<file path="src/rtl/nbcac_pkg.sv">
// -----------------------------------------------------------------------------
// nbcac_pkg
// Shared definitions for the sequential NBCAC (Fibonacci-weighted,
// no-forbidden-transition) encoder:
//   fib(n)                  Fibonacci number, F(1)=F(2)=1
//   nbcac_weight(code_w, k) weight of code bit d[k] (k = 1..code_w)
//   nbcac_capacity(code_w)  number of encodable input values, 2*F(code_w+1)
//   nbcac_state_e           encoder FSM state encoding (IDLE/RUN/DONE)
// No ports (package).
// -----------------------------------------------------------------------------
package nbcac_pkg;

   typedef enum logic [1:0] {
      NBCAC_IDLE = 2'd0,
      NBCAC_RUN  = 2'd1,
      NBCAC_DONE = 2'd2
   } nbcac_state_e;

   // Iterative Fibonacci, usable as an elaboration-time constant function.
   function automatic logic [63:0] fib(input int n);
      logic [63:0] f_a;
      logic [63:0] f_b;
      logic [63:0] f_t;
      f_a = 64'd0;
      f_b = 64'd1;
      for (int i = 2; i <= n; i++) begin
         f_t = f_a + f_b;
         f_a = f_b;
         f_b = f_t;
      end
      return (n <= 0) ? 64'd0 : f_b;
   endfunction

   // w1 = 1 carries the parity bit; the rest are doubled Fibonacci numbers.
   function automatic logic [63:0] nbcac_weight(input int code_w, input int k);
      return (k == 1) ? 64'd1 : (fib(code_w + 1 - k) << 1);
   endfunction

   function automatic logic [63:0] nbcac_capacity(input int code_w);
      return fib(code_w + 1) << 1;
   endfunction

endpackage

</file>
<file path="src/rtl/nbcac_stage.sv">
// -----------------------------------------------------------------------------
// nbcac_stage
// One link of the greedy weighted-subtraction chain (combinational).
// Ports:
//   i_r       residual entering this bit position
//   i_wk      weight of this bit, w(k)
//   i_wk1     weight of the next bit, w(k+1)
//   i_d_prev  code bit d(k-1)
//   i_last    this is the final bit d(CODE_W)
//   o_d       resolved code bit d(k)
//   o_r_next  residual after subtracting w(k)*d(k)
// -----------------------------------------------------------------------------
module nbcac_stage
   import nbcac_pkg::*;
#(
   parameter int W = 19
) (
   input  logic [W-1:0] i_r,
   input  logic [W-1:0] i_wk,
   input  logic [W-1:0] i_wk1,
   input  logic         i_d_prev,
   input  logic         i_last,
   output logic         o_d,
   output logic [W-1:0] o_r_next
);

   // One extra bit so the pair sum cannot wrap.
   logic [W:0] w_pair;

   assign w_pair = {1'b0, i_wk} + {1'b0, i_wk1};

   // Bit decision: forced 1, forced 0, or copy the neighbour so that
   // isolated 010/101 patterns never appear.
   always_comb begin
      if (i_last) begin
         o_d = (i_r != '0);
      end else if ({1'b0, i_r} >= w_pair) begin
         o_d = 1'b1;
      end else if (i_r < i_wk) begin
         o_d = 1'b0;
      end else begin
         o_d = i_d_prev;
      end
   end

   assign o_r_next = o_d ? (i_r - i_wk) : i_r;

endmodule

</file>
<file path="src/rtl/nbcac_encoder_seq.sv">
// -----------------------------------------------------------------------------
// nbcac_encoder_seq
// Multi-cycle NBCAC encoder: maps a DATA_W-bit word to a CODE_W-bit
// no-forbidden-transition codeword, resolving BITS_PER_CYC code bits per
// clock through a chain of nbcac_stage instances.
// Ports:
//   clk        clock
//   rst_n      synchronous active-low reset
//   in_valid   / in_ready / in_data    input word handshake
//   out_valid  / out_ready / out_code  codeword handshake (out_code[k-1]=d[k])
//   out_err    input word was outside the codebook
// Build option:
//   NBCAC_RANGE_CHK_EN  when defined, words >= 2*F(CODE_W+1) raise out_err and
//                       have d[CODE_W] forced to 1; otherwise out_err is 0.
// -----------------------------------------------------------------------------
module nbcac_encoder_seq
   import nbcac_pkg::*;
#(
   parameter int DATA_W       = 18,
   parameter int CODE_W       = 26,
   parameter int BITS_PER_CYC = 1
) (
   input  logic              clk,
   input  logic              rst_n,
   input  logic              in_valid,
   output logic              in_ready,
   input  logic [DATA_W-1:0] in_data,
   output logic              out_valid,
   input  logic              out_ready,
   output logic [CODE_W-1:0] out_code,
   output logic              out_err
);

   localparam int RW   = DATA_W + 1;
   localparam int SW   = $clog2(CODE_W + BITS_PER_CYC + 2);
   localparam int WT_N = 1 << SW;
   // The residual stays below 2^DATA_W, so weights can be clipped here
   // without changing any compare outcome.
   localparam logic [63:0] WT_MAX = (64'd1 << RW) - 64'd1;

   localparam logic [1:0] ST_IDLE = NBCAC_IDLE;
   localparam logic [1:0] ST_RUN  = NBCAC_RUN;
   localparam logic [1:0] ST_DONE = NBCAC_DONE;

   logic [1:0]        r_state;
   logic [RW-1:0]     r_res;
   logic [SW-1:0]     r_step;
   logic [CODE_W-1:0] r_code;
   logic              r_err;
   logic              r_out_valid;

   logic [RW-1:0]     w_wt   [WT_N];
   logic [SW-1:0]     w_k    [BITS_PER_CYC];
   logic              w_act  [BITS_PER_CYC];
   logic [RW-1:0]     w_r    [BITS_PER_CYC+1];
   logic              w_dp   [BITS_PER_CYC];
   logic              w_d    [BITS_PER_CYC];
   logic [RW-1:0]     w_rn   [BITS_PER_CYC];
   logic              w_dp0;
   logic [CODE_W-1:0] w_code_nx;
   logic              w_last_step;
   logic              w_accept;
   logic [RW-1:0]     w_load_res;
   logic [CODE_W-1:0] w_load_code;
   logic              w_load_err;

   // Weight table indexed by bit position k; entries outside 1..CODE_W are
   // zero so the w(k+1) lookup of the final bit is harmless.
   for (genvar gk = 0; gk < WT_N; gk++) begin : g_wt
      localparam logic [63:0] WF = ((gk >= 1) && (gk <= CODE_W)) ?
                                   nbcac_weight(CODE_W, gk) : 64'd0;
      assign w_wt[gk] = (WF > WT_MAX) ? WT_MAX[RW-1:0] : WF[RW-1:0];
   end

   assign w_r[0] = r_res;

   // Stage j resolves bit k = step + j; stages past CODE_W pass the residual.
   for (genvar gj = 0; gj < BITS_PER_CYC; gj++) begin : g_stage
      assign w_k[gj]   = r_step + SW'(gj);
      assign w_act[gj] = (w_k[gj] <= SW'(CODE_W));

      if (gj == 0) begin : g_first
         assign w_dp[gj] = w_dp0;
      end else begin : g_next
         assign w_dp[gj] = w_d[gj-1];
      end

      nbcac_stage #(.W(RW)) u_stage (
         .i_r      (w_r[gj]),
         .i_wk     (w_wt[w_k[gj]]),
         .i_wk1    (w_wt[w_k[gj] + SW'(1)]),
         .i_d_prev (w_dp[gj]),
         .i_last   (w_k[gj] == SW'(CODE_W)),
         .o_d      (w_d[gj]),
         .o_r_next (w_rn[gj])
      );

      assign w_r[gj+1] = w_act[gj] ? w_rn[gj] : w_r[gj];
   end

   // d(step-1): the already-resolved bit feeding the first stage.
   always_comb begin
      w_dp0 = 1'b0;
      for (int b = 0; b < CODE_W; b++) begin
         w_dp0 = (r_step == SW'(b + 2)) ? r_code[b] : w_dp0;
      end
   end

   // Merge this cycle's resolved bits into the code register image.
   always_comb begin
      w_code_nx = r_code;
      for (int b = 0; b < CODE_W; b++) begin
         for (int j = 0; j < BITS_PER_CYC; j++) begin
            if (w_act[j] && (w_k[j] == SW'(b + 1))) begin
               w_code_nx[b] = (b == CODE_W - 1) ? (w_d[j] | r_err) : w_d[j];
            end else begin
               w_code_nx[b] = w_code_nx[b];
            end
         end
      end
   end

   assign w_last_step = (w_k[BITS_PER_CYC-1] >= SW'(CODE_W));

   assign in_ready = rst_n & ((r_state == ST_IDLE) |
                              ((r_state == ST_DONE) & out_ready));
   assign w_accept = in_valid & in_ready;

   // Load image: d1 is the parity bit, the residual is the even remainder.
   assign w_load_res  = {1'b0, in_data} - {{DATA_W{1'b0}}, in_data[0]};
   assign w_load_code = {{(CODE_W-1){1'b0}}, in_data[0]};

`ifdef NBCAC_RANGE_CHK_EN
   assign w_load_err = (64'(in_data) >= nbcac_capacity(CODE_W));
`else
   assign w_load_err = 1'b0;
`endif

   // Encoder FSM and datapath registers.
   always_ff @(posedge clk) begin
      if (!rst_n) begin
         r_state     <= ST_IDLE;
         r_res       <= '0;
         r_step      <= '0;
         r_code      <= '0;
         r_err       <= 1'b0;
         r_out_valid <= 1'b0;
      end else if (w_accept) begin
         // Covers both IDLE and the DONE handshake cycle (no bubble).
         r_state     <= ST_RUN;
         r_res       <= w_load_res;
         r_step      <= SW'(2);
         r_code      <= w_load_code;
         r_err       <= w_load_err;
         r_out_valid <= 1'b0;
      end else begin
         case (r_state)
            ST_IDLE: begin
               r_state <= ST_IDLE;
            end
            ST_RUN: begin
               r_res  <= w_r[BITS_PER_CYC];
               r_step <= r_step + SW'(BITS_PER_CYC);
               r_code <= w_code_nx;
               if (w_last_step) begin
                  r_state     <= ST_DONE;
                  r_out_valid <= 1'b1;
               end else begin
                  r_state <= ST_RUN;
               end
            end
            ST_DONE: begin
               if (out_ready) begin
                  r_state     <= ST_IDLE;
                  r_out_valid <= 1'b0;
               end else begin
                  r_state <= ST_DONE;
               end
            end
            default: begin
               r_state     <= ST_IDLE;
               r_out_valid <= 1'b0;
            end
         endcase
      end
   end

   assign out_valid = r_out_valid;
   assign out_code  = r_code;
   assign out_err   = r_err;

endmodule
</file>
<file path="config.mk">
export PLATFORM = sky130hd
export DESIGN_NAME = nbcac_encoder_seq
export DESIGN_NICKNAME = d
export VERILOG_FILES = /design/src/rtl/nbcac_pkg.sv /design/src/rtl/nbcac_stage.sv /design/src/rtl/nbcac_encoder_seq.sv
export SDC_FILE = /design/constraint.sdc
export NUM_CORES = 1
export LEC_CHECK = 0
export ABC_CLOCK_PERIOD_IN_PS = 19700
export CAP_MARGIN = 0
export CELL_PAD_IN_SITES_DETAIL_PLACEMENT = 1
export CELL_PAD_IN_SITES_GLOBAL_PLACEMENT = 2
export CORE_ASPECT_RATIO = 1.25
export CORE_MARGIN = 4
export CORE_UTILIZATION = 36
export DETAILED_ROUTE_END_ITERATION = 8
export PLACE_DENSITY_LB_ADDON = 0.1
export SLEW_MARGIN = 20
export SYNTH_ARGS = -nofsm -noshare
export SYNTH_HDL_FRONTEND = slang
export SYNTH_SLANG_ARGS = --single-unit
</file>
<file path="constraint.sdc">
create_clock -name clk -period 19.7 [get_ports clk]
set_input_delay 4.925 -clock clk [delete_from_list [all_inputs] [get_ports clk]]
set_output_delay 4.925 -clock clk [all_outputs]
set_load 0.02 [all_outputs]
</file>
# Word-level counts from Yosys, hierarchy flattened
# Memories as Yosys holds them, arrays and structs flattened.
# Cells that the tools add are included.
[word_totals] regBits=53 romBits=1216 in_bits=22 out_inout_bits=29 elab_cells=192 mem_count=2
[op_classes] add_sub_neg=4 n_lt_le_gt_ge=6 n_eq_ne=31 muxes=48 bitwise_logic=8 reduce_logical=61
[memory_table] memory="(no name shown)" words=32 word_bits=19 rd=1 rd_clocked_by_memory_dff=0 wr=0 line_no="nbcac_encoder_seq.sv:91" text=".i_wk1 (w_wt[w_k[gj] + SW'(1)]),"
[memory_table] memory="(no name shown)" words=32 word_bits=19 rd=1 rd_clocked_by_memory_dff=0 wr=0 line_no="nbcac_encoder_seq.sv:90" text=".i_wk (w_wt[w_k[gj]]),"
[ops] cell="2-to-1 mux 19 bit" count=8
[ops] cell="== test 5 bit (second input constant)" count=12
[ops] cell="AND reduction 2 bit" count=26
[ops] cell="== test 5 x 4 -> 1 bit (second input constant)" count=8
[ops] cell="2-to-1 mux 1 bit" count=34
[ops] cell="logical AND 1 bit" count=26
[ops] cell="adder 19 x 19 -> 20 bit" count=1
[ops] cell="== test 5 x 3 -> 1 bit (second input constant)" count=4
[ops] cell=">= comparator 19 x 20 -> 1 bit" count=1
[ops] cell="less-than comparator 19 bit" count=1
[ops] cell="nonzero test 19 bit" count=1
[ops] cell="subtractor 18 x 1 -> 19 bit" count=1
[ops] cell="subtractor 19 bit" count=1
[ops] cell=">= comparator 6 bit (second input constant)" count=2
[ops] cell="inverter 5 -> 6 bit" count=2
[ops] cell="== test 5 x 2 -> 1 bit (second input constant)" count=2
[ops] cell="2-to-1 mux 2 bit" count=4
[ops] cell="nonzero test 2 bit" count=4
[ops] cell="AND reduction 3 bit" count=2
[ops] cell="adder 5 x 1 -> 5 bit (second input constant)" count=1
[ops] cell="== test 5 x 1 -> 1 bit (second input constant)" count=1
[ops] cell=">= comparator 5 bit (second input constant)" count=1
[ops] cell="<= comparator 5 bit (second input constant)" count=1
[ops] cell="!= test 2 bit (second input constant)" count=2
[ops] cell="other kinds (9)" count=12

# Depth between registers and ports, before layout
[logic_depth] ltp_word=33 depth_mapped=31 depth_no_buf=27

# By module
# A second synthesis with hierarchy kept.
[hier_totals] hier_cells=855 hier_area_um2=6442.4
[by_module_without_submodules] module="nbcac_encoder_seq" n_inst=1 cells_per_inst=535 area_per_inst_um2=3980.1 seq_area_each_um2=1061.0
[by_module_without_submodules] module="nbcac_stage" n_inst=1 cells_per_inst=320 area_per_inst_um2=2462.4 seq_area_each_um2=0.0

# Worst setup path before layout
# No wires, ideal clock.
[synth_path] path_kind="input to output" from="input port rst_n" to="output port in_ready" t_arrival_ns=5.460 required_time_ns=14.775 path_slack_ns=9.315 stages=2 n_path_buf=0 path_cell_list="clkinv_1 -> nor2_1"
[synth_between] elab_chain_len=1
[synth_rtl] item="from (decl)" line_no="nbcac_encoder_seq.sv:24" text="input logic rst_n,"
[synth_rtl] item="AND 1 bit" line_no="nbcac_encoder_seq.sv:125" text="assign in_ready = rst_n & ((r_state == ST_IDLE) |"
[synth_rtl] item="to (decl)" line_no="nbcac_encoder_seq.sv:26" text="output logic in_ready,"
# Every way passes these cells.

# Final worst setup path
# Same ends and word-level chain as after synthesis.

==> impl_metrics.json <==
{
  "outcome": "completed",
  "yosysMostFrequentCell": "nor2_1",
  "cts.sinks": 53,
  "yosys-top-cells-area": "dfxtp_1 17%, ha_1 17%, mux2i_1 5.7%, nor2_1 5.2%, a21oi_1 5.1%",
  "cts_tree": "done",
  "r2r_start": "r_step[0]",
  "initialDrtViolationCount": 176,
  "rsz0062_at_grt": "no",
  "synthFlopType": "dfxtp_1",
  "syn_inst": 813,
  "row_count": 53,
  "endpoint_kind": "output pin",
  "dieArea_um2": 19130,
  "r2r_setup_slack_ns": 11.77,
  "async_reset_ff_share_pct": 0,
  "io_buffers": 49,
  "synth_fp_nets": 920,
  "drt_drc_violations_left": 0,
  "drive_above_1_share_pct": 4.808,
  "io_pins": 51,
  "routed_wl_um": 21680,
  "power.total_w": 0.0005211,
  "setup_viol": 0,
  "critPathLaunchType": "input pin",
  "dieWidth_um": 124.5,
  "hold_viol": 0,
  "core_area_um2": 16780,
  "powerDensity_nw_per_um2": 75.51,
  "hold_class": "reg2reg",
  "cts_setup_buffers": 0,
  "vias": 5973,
  "ys_ff_latch": 53,
  "areaGrowthSynthToFinish_pct": 12.96,
  "slew_viol_final": 0,
  "yosysTopAreaCell": "dfxtp_1",
  "ys_warn_count": 0,
  "gp_congestion": 0.9006,
  "path_clk_slew_ns": 0.08,
  "synthTopCellsByCount": "84 x nor2_1, 82 x ha_1, 75 x nand2_1",
  "diodes": 0,
  "yosys.area.top_type_share_pct": 17.37,
  "cts_root_buffer": "clkbuf_16",
  "cts_buffers": 5,
  "maxCapViolations": 0,
  "period_share_pct": 61.23,
  "clock_latency_ns": 0.31,
  "cp-endpoint": "in_ready",
  "cp_max_fo": 18,
  "post-route-min-period_ns": 12.06,
  "worst_slew_pin_slew_ns": 1.041,
  "track_usage_pct": 22.34,
  "start_util_pct": 36.42,
  "syn_area_um2": 6110,
  "ctsHoldBuffers": 0,
  "cts_buffer_depth": 2,
  "grt.busiest_layer": "met2",
  "fin_skew_ns": 0.007084,
  "routed_via_density": 5.678,
  "grt-ovfl-total": 0,
  "grtUsageMet1_pct": 25.47,
  "grt_start_max_net_pins": 47,
  "hold_slack_ns": 0.4881,
  "final_nets": 938,
  "dpl.hpwl_um": 16890,
  "avgSynthCellArea_um2": 7.515,
  "p_leak_nw": 2.972,
  "clock.fmax_ghz": 0.08290,
  "rr_worst_depth": 26,
  "yosys.cell_types.count": 69,
  "grt_pass1_wl_um": 34690,
  "synth-edff-count": 0,
  "ant_nets": 0,
  "critPathRequiredTime_ns": 14.78,
  "first_global_vias": 6353,
  "tns_ns": 0,
  "use_met2_pct": 42.71,
  "grt_util_met3_pct": 3.440,
  "antenna_found_initial": 0,
  "htreeDepth": 2,
  "cp_data_arrival_time_ns": 7.14,
  "yosysSeqAreaShare_pct": 17.37,
  "cp-startpoint": "rst_n",
  "crit_type": "in2out",
  "wire_per_inst_um": 20.60,
  "relSlewSlack_pct": 30.34,
  "cts_resized": 0,
  "peakVddDrop_v": 0.00004482,
  "firstDrtPassIters": 5,
  "rr_endpoint": "r_res[3]",
  "dieHeight_um": 153.7
}
==> cell usage in the layout (no fill, tap or decap), types with 18 or more instances in the layout <==
cell,n
nand3_1,24
mux2i_1,35
nor3_1,18
dfxtp_1,53
clkdlybuf4s50_1,49
nor2_1,84
a21oi_1,62
ha_1,82
o21ai_0,53
xnor2_1,18
inv_1,42
nand2_1,74
==> where the power goes <==
group	switching [W]	internal, W	total [W]
Combinational	0.000172	0.000114	0.000286
Clock	0.0000483	0.0000613	0.000110
Sequential	0.0000120	0.000114	0.000126
Total	0.000232	0.000289	0.000521
==> registers in the layout (all words and copies together) (netlist names) <==
signal and cells:
out_code 26, out_valid 1, r_state 2, r_step 5
r_res 19
==> metrics by stage <==
step	utilization [%]	setup slack (ns)	area [um2]	cells
after floorplan	-	9.315	6110	813
after global placement	40.08	7.691	6724	1044
after detailed placement	40.09	7.595	6726	1044
after CTS	41.14	7.605	6902	1052
after global routing	41.14	7.421	6902	1052
final	41.14	7.637	6902	1052
==> cells by family after synthesis <==
logic type               synth area share [%]
multiplexers                            5.919
other                                 0.06138
flip-flops                              17.37
XOR/XNOR                                4.874
AO/OA/AOI/OAI                           25.78
buffers and inverters                   6.287
adder cells (fa/ha/maj)                 17.78
AND/OR/NAND/NOR                         21.93
==> critical path, cell delays in order <==
cell and delay (ns):
clkdlybuf4s50_1 0.61, clkinv_1 0.62, nor2_1 0.33, clkdlybuf4s50_1 0.64
==> how the worst min path moves through the flow <==
stage / from / endpoint / depth (start not counted)
after detailed placement: out_code[14] / out_code[14] / 2
after floorplan: r_res[0] / r_res[0] / 2
after CTS: out_code[14] / out_code[14] / 2
after global placement: out_code[24] / out_code[24] / 2
final: out_code[14] / out_code[14] / 2
after global routing: out_code[7] / out_code[7] / 2
==> routing by layer <==
layer | wire [um] | part of all wire [%]
met4 | 482 | 2.2
met1 | 9182 | 42
met5 | 0 | 0
met3 | 536 | 2.5
met2 | 11470 | 53
==> final cells by class <==
cell class	count	area [um2]
Inverter	44	165.2
Fill cell	2083	9876
Multi-Input combinational cell	669	4667
Clock inverter	3	50.05
Tap cell	220	275.3
Clock buffer	5	125.1
Sequential cell	53	1061
Timing Repair Buffer	58	558.0
No activity file was read; power rests on OpenSTA's default activity.
